### src/rtl/fifo_cntl_ext.sv
// Single-clock FIFO controller for an external dual-port RAM: wrapping pointers,
// occupancy count, almost-full/empty thresholds, optional bypass, flush and sticky errors.
module fifo_cntl_ext #(
  parameter int unsigned NUM_ENTRIES   = 16,
  parameter bit          BYPASS_EN     = 1'b1,
  parameter int unsigned AFULL_THRESH  = 14,
  parameter int unsigned AEMPTY_THRESH = 2,
  localparam int unsigned AW = $clog2(NUM_ENTRIES),
  localparam int unsigned CW = $clog2(NUM_ENTRIES + 1)
) (
  input  logic          clk,
  input  logic          rst_n,
  input  logic          push,
  input  logic          pop,
  input  logic          flush,
  input  logic          err_clr,
  output logic          we,
  output logic          bypass,
  output logic [AW-1:0] waddr_ff,
  output logic [AW-1:0] raddr_ff,
  output logic [CW-1:0] count_ff,
  output logic          full_ff,
  output logic          empty_ff,
  output logic          afull_ff,
  output logic          aempty_ff,
  output logic          overflow_ff,
  output logic          underflow_ff
);

  logic          wr;
  logic          rd;
  logic          ovf_set;
  logic          unf_set;
  logic [CW-1:0] count_nxt;

  // Pointers wrap at NUM_ENTRIES so non-power-of-two depths stay in range.
  function automatic logic [AW-1:0] ptr_inc(input logic [AW-1:0] p);
    return (p == AW'(NUM_ENTRIES - 1)) ? '0 : p + AW'(1);
  endfunction

  assign bypass  = BYPASS_EN & push & pop & empty_ff & ~flush;
  assign wr      = push & ~full_ff & ~bypass & ~flush;
  assign rd      = pop & ~empty_ff & ~flush;
  assign we      = wr;
  assign ovf_set = push & full_ff;
  assign unf_set = pop & empty_ff & ~bypass;

  always_comb begin
    count_nxt = count_ff;
    if (flush)          count_nxt = '0;
    else if (wr && !rd) count_nxt = count_ff + CW'(1);
    else if (rd && !wr) count_nxt = count_ff - CW'(1);
  end

  // Pointers, count and occupancy flags; flags derive from the next count.
  always_ff @(posedge clk or negedge rst_n) begin
    if (!rst_n) begin
      waddr_ff  <= '0;
      raddr_ff  <= '0;
      count_ff  <= '0;
      full_ff   <= 1'b0;
      empty_ff  <= 1'b1;
      afull_ff  <= 1'b0;
      aempty_ff <= 1'b1;
    end else begin
      if (flush) begin
        waddr_ff <= '0;
        raddr_ff <= '0;
      end else begin
        if (wr) waddr_ff <= ptr_inc(waddr_ff);
        if (rd) raddr_ff <= ptr_inc(raddr_ff);
      end
      count_ff  <= count_nxt;
      full_ff   <= (count_nxt == CW'(NUM_ENTRIES));
      empty_ff  <= (count_nxt == '0);
      afull_ff  <= (count_nxt >= CW'(AFULL_THRESH));
      aempty_ff <= (count_nxt <= CW'(AEMPTY_THRESH));
    end
  end

  // Sticky errors: a new error wins over a simultaneous clear.
  always_ff @(posedge clk or negedge rst_n) begin
    if (!rst_n) begin
      overflow_ff  <= 1'b0;
      underflow_ff <= 1'b0;
    end else begin
      overflow_ff  <= ovf_set | (overflow_ff & ~err_clr);
      underflow_ff <= unf_set | (underflow_ff & ~err_clr);
    end
  end

endmodule

### config.mk
export PLATFORM = sky130hd
export DESIGN_NAME = fifo_cntl_ext
export DESIGN_NICKNAME = d
export VERILOG_FILES = /design/src/rtl/fifo_cntl_ext.sv
export SDC_FILE = /design/constraint.sdc
export NUM_CORES = 1
export LEC_CHECK = 0
export BUFFER_PORTS_ARGS = -buffer_cell sky130_fd_sc_hd__buf_2
export CORE_UTILIZATION = 25
export DETAILED_ROUTE_END_ITERATION = 6
export GPL_ROUTABILITY_DRIVEN = 0
export PLACE_DENSITY_LB_ADDON = 0.12
export REMOVE_ABC_BUFFERS = 1
export SETUP_SLACK_MARGIN = 0.4
export SLEW_MARGIN = 25
export SYNTH_ARGS = -nofsm -noshare
export SYNTH_HDL_FRONTEND = slang
export SYNTH_SLANG_ARGS = --single-unit
### constraint.sdc
create_clock -name clk -period 1.6 [get_ports clk]
set_input_delay 0.32 -clock clk [delete_from_list [all_inputs] [get_ports clk]]
set_output_delay 0.32 -clock clk [all_outputs]
set_load 0.005 [all_outputs]
==> summary.md <==
| Metric | Value |
|---|---|
| Core area | 0.00403 mm² |
| Row Count | 23 |
| Critical Path AT | 1.92 ns |
| Worst setup path category | flip-flop to flip-flop |
| Fin Hold WS | -0.0000283 ns |
| Vias in the first global route | 1100 |
| Top_reg_cell synth | dfrtp_1 |
| # DRC | 0 |
| Grt met3 use | 0.0236 |
| Starting DRT DRC Count | 23 |
| Final Hold Viols | 1 |
| Yosys warnings | 0 |
| Die ar. | 0.00451 mm² |
| Worst-path fanout max | 4 |
| Most used routing layer | met2 |
| Overflow after GRT | 0 |
| Status | complete, but fails checks |
| # setup viols final | 6 |
| Skew final | 0.00267 ns |
| TritonRoute pass-1 iters | 4 |
| Number of antenna violations at the first check in global routing | 0 |
| Worst hold path class | input port to asynchronous set/reset pin |
| FF+latch count, synth | 19 |
| Worst skew pair latency | 0.25 ns |
| Avg Cell Area, Syn | 9.57 µm² |
| Width of the die | 67.2 µm |
| Nets@finish | 186 |
| Final-report max-slew violation count | 0 |
| Placed wire-length estimate | 2220 µm |
| Max-slew headroom | 0.706 |
| Synth Instances | 111 |
| Drt total wl | 3180 µm |
| Clock slew at reported path FFs | 0.07 ns |
| Critical Path Sink Type | flip-flop |
| Maximum VDD drop | 0.584 mV |
| Worst-Margin Slew | 0.441 ns |
| Largest net degree at the start of global routing | 20 |
| Initial Utilization | 0.264 |
| Dpl cell area | 0.00149 mm² |
| Failing checks | hold timing, setup timing |
| R2R Path End | full_ff |
| CTS Buf Count | 3 |
| Most common cell after layout, fill and taps aside | buf_4 |
| Cell area after synthesis | 0.00106 mm² |
| Cell area after layout | 0.00185 mm² |
| Flop-to-flop setup slack | -0.17 ns |
| Max-cap viol count | 0 |
| Number of enable flip-flop cells after synthesis | 0 |
| TritonCTS clock tree | yes |
| Final worst setup slack | -0.166 ns |
| Area Growth Syn to Fin | 74.0% |
| Met2 Track Usage GR | 0.264 |
| Leakage | 0.865 nW |
| Die height | 67.2 µm |
| Post-synthesis sequential area ratio | 0.450 |
| Worst Setup Slack post-DPL | -0.269 ns |
| Fillers | 394 |
| # port buffers | 26 |
| Total power | 2.14 mW |
| Critical path origin | empty_ff |
| Layout cells sized above 1 | 0.589 |
| Antenna fix cells | 0 |
| CP required | 1.76 ns |
| GRT Total Usage | 0.153 |
| CTS root buf | clkbuf_8 |
| Most frequent cells in the layout | buf_4, buf_2, buf_6 |
| Crit path time final | 1.77 ns |
| Ports | 27 |
| P per Cell Area | 1160 mW/mm² |
| Period utilization | 1.10 |
| Worst reg2reg path depth | 6 |
| DR vias | 1071 |
| CTS max path bufs | 2 |
| Antenna Nets Post-Route | 0 |
| Cts-stage hold buffer count | 0 |
| Via-to-Cell Ratio | 4.76 |
| Fmax | 566 MHz |
| CTS sink cnt | 19 |
| RR Startpoint | empty_ff |
| Routed length per instance | 14.1 µm |
| First-pass GRT wire length | 5090 µm |
| H-Tree Depth | 1 |
| Nature of the critical path startpoint | flip-flop |
| RSZ-0062 raised after global routing | true |
| Synth unique cells | 40 |
| GR Layer Usage met1 | 0.190 |
| Asr flop ratio synth | 1.00 |
[cell usage after synthesis, types with 2 or more instances]
cell       n  area [µm²]
dfrtp_1   17         425
ha_1       4        50.1
nand3_1    2        10.0
dfstp_2    2        52.6
a31oi_1    2        12.5
nor2_1     9        33.8
nor2b_1    5        31.3
xnor2_1    4        35.0
or3_1      2        12.5
nand2b_1   3        18.8
inv_1      4        15.0
nor4_1     2        12.5
nand2_1   15        56.3
xor2_1     2        17.5
o21ai_0    6        30.0
a21oi_1    8        40.0
[worst max-delay path by stage]
stage	slack (ns)	cells after the start	endpoint
after floorplan	-0.22	5	full_ff
after global placement	-0.22	5	aempty_ff
after detailed placement	-0.27	5	full_ff
after CTS	-0.13	5	empty_ff
after global routing	-0.25	6	full_ff
final	-0.17	6	full_ff
[power by group]
group	internal (mW)	leakage [nW]	switching, mW
Clock	0.173	0.0255	0.161
Combinational	0.648	0.590	0.499
Sequential	0.586	0.249	0.0770
Total	1.41	0.865	0.737
[per-stage QoR]
stage	instances	setup TNS (ns)	util
finish	225	-0.626	0.459
floorplan	109	-0.652	-
detailed placement	217	-1.09	0.369
CTS	223	-0.529	0.434
global route	225	-1.04	0.459
global placement	217	-0.888	0.369
[registers in the layout, summed over array words and instances (netlist names)]
signal and cells:
empty_ff 1, count_ff 5, underflow_ff 1, aempty_ff 1, full_ff 1, overflow_ff 1, afull_ff 1, raddr_ff 4
waddr_ff 4
[area by class of cell]
class                           instances  area [µm²]  area share
Multi-Input combinational cell         86         768       0.416
Clock buffer                            3        41.3      0.0223
Clock inverter                          1        5.00     0.00271
Sequential cell                        19         480       0.260
Timing Repair Buffer                   62         475       0.257
Inverter                                4        15.0     0.00812
Tap cell                               50        62.6      0.0339
[critical path, stage by stage (launching register included)]
cell and delay (ns):
dfstp_2 0.53, buf_4 0.12, nand2b_4 0.12, nor2_2 0.05, a31oi_2 0.21, mux2_4 0.38, nor4b_4 0.25
[per-layer routing]
layer	share of wire	routed length (µm)
met5	0	0
met4	0.018	56
met3	0.030	95
met2	0.53	1680
met1	0.42	1350
[kinds of logic (layout without fill, tap and decap cells)]
group / count (synthesis) / after routing / synth area share
multiplexers: 3 / 3 / 0.0342
adder cells (fa/ha/maj): 4 / 4 / 0.0471
AND/OR/NAND/NOR: 47 / 47 / 0.238
AO/OA/AOI/OAI: 26 / 26 / 0.160
XOR/XNOR: 6 / 6 / 0.0495
buffers and inverters: 6 / 70 / 0.0212
flip-flops: 19 / 19 / 0.450
[timing repair]
item	in CTS	in global routing
cloned	0	0
pin swaps	11	6
setup buffers	2	2
resized for setup	44	16
setup endpoints to repair	23	27
(Power assumes the default switching activity.)
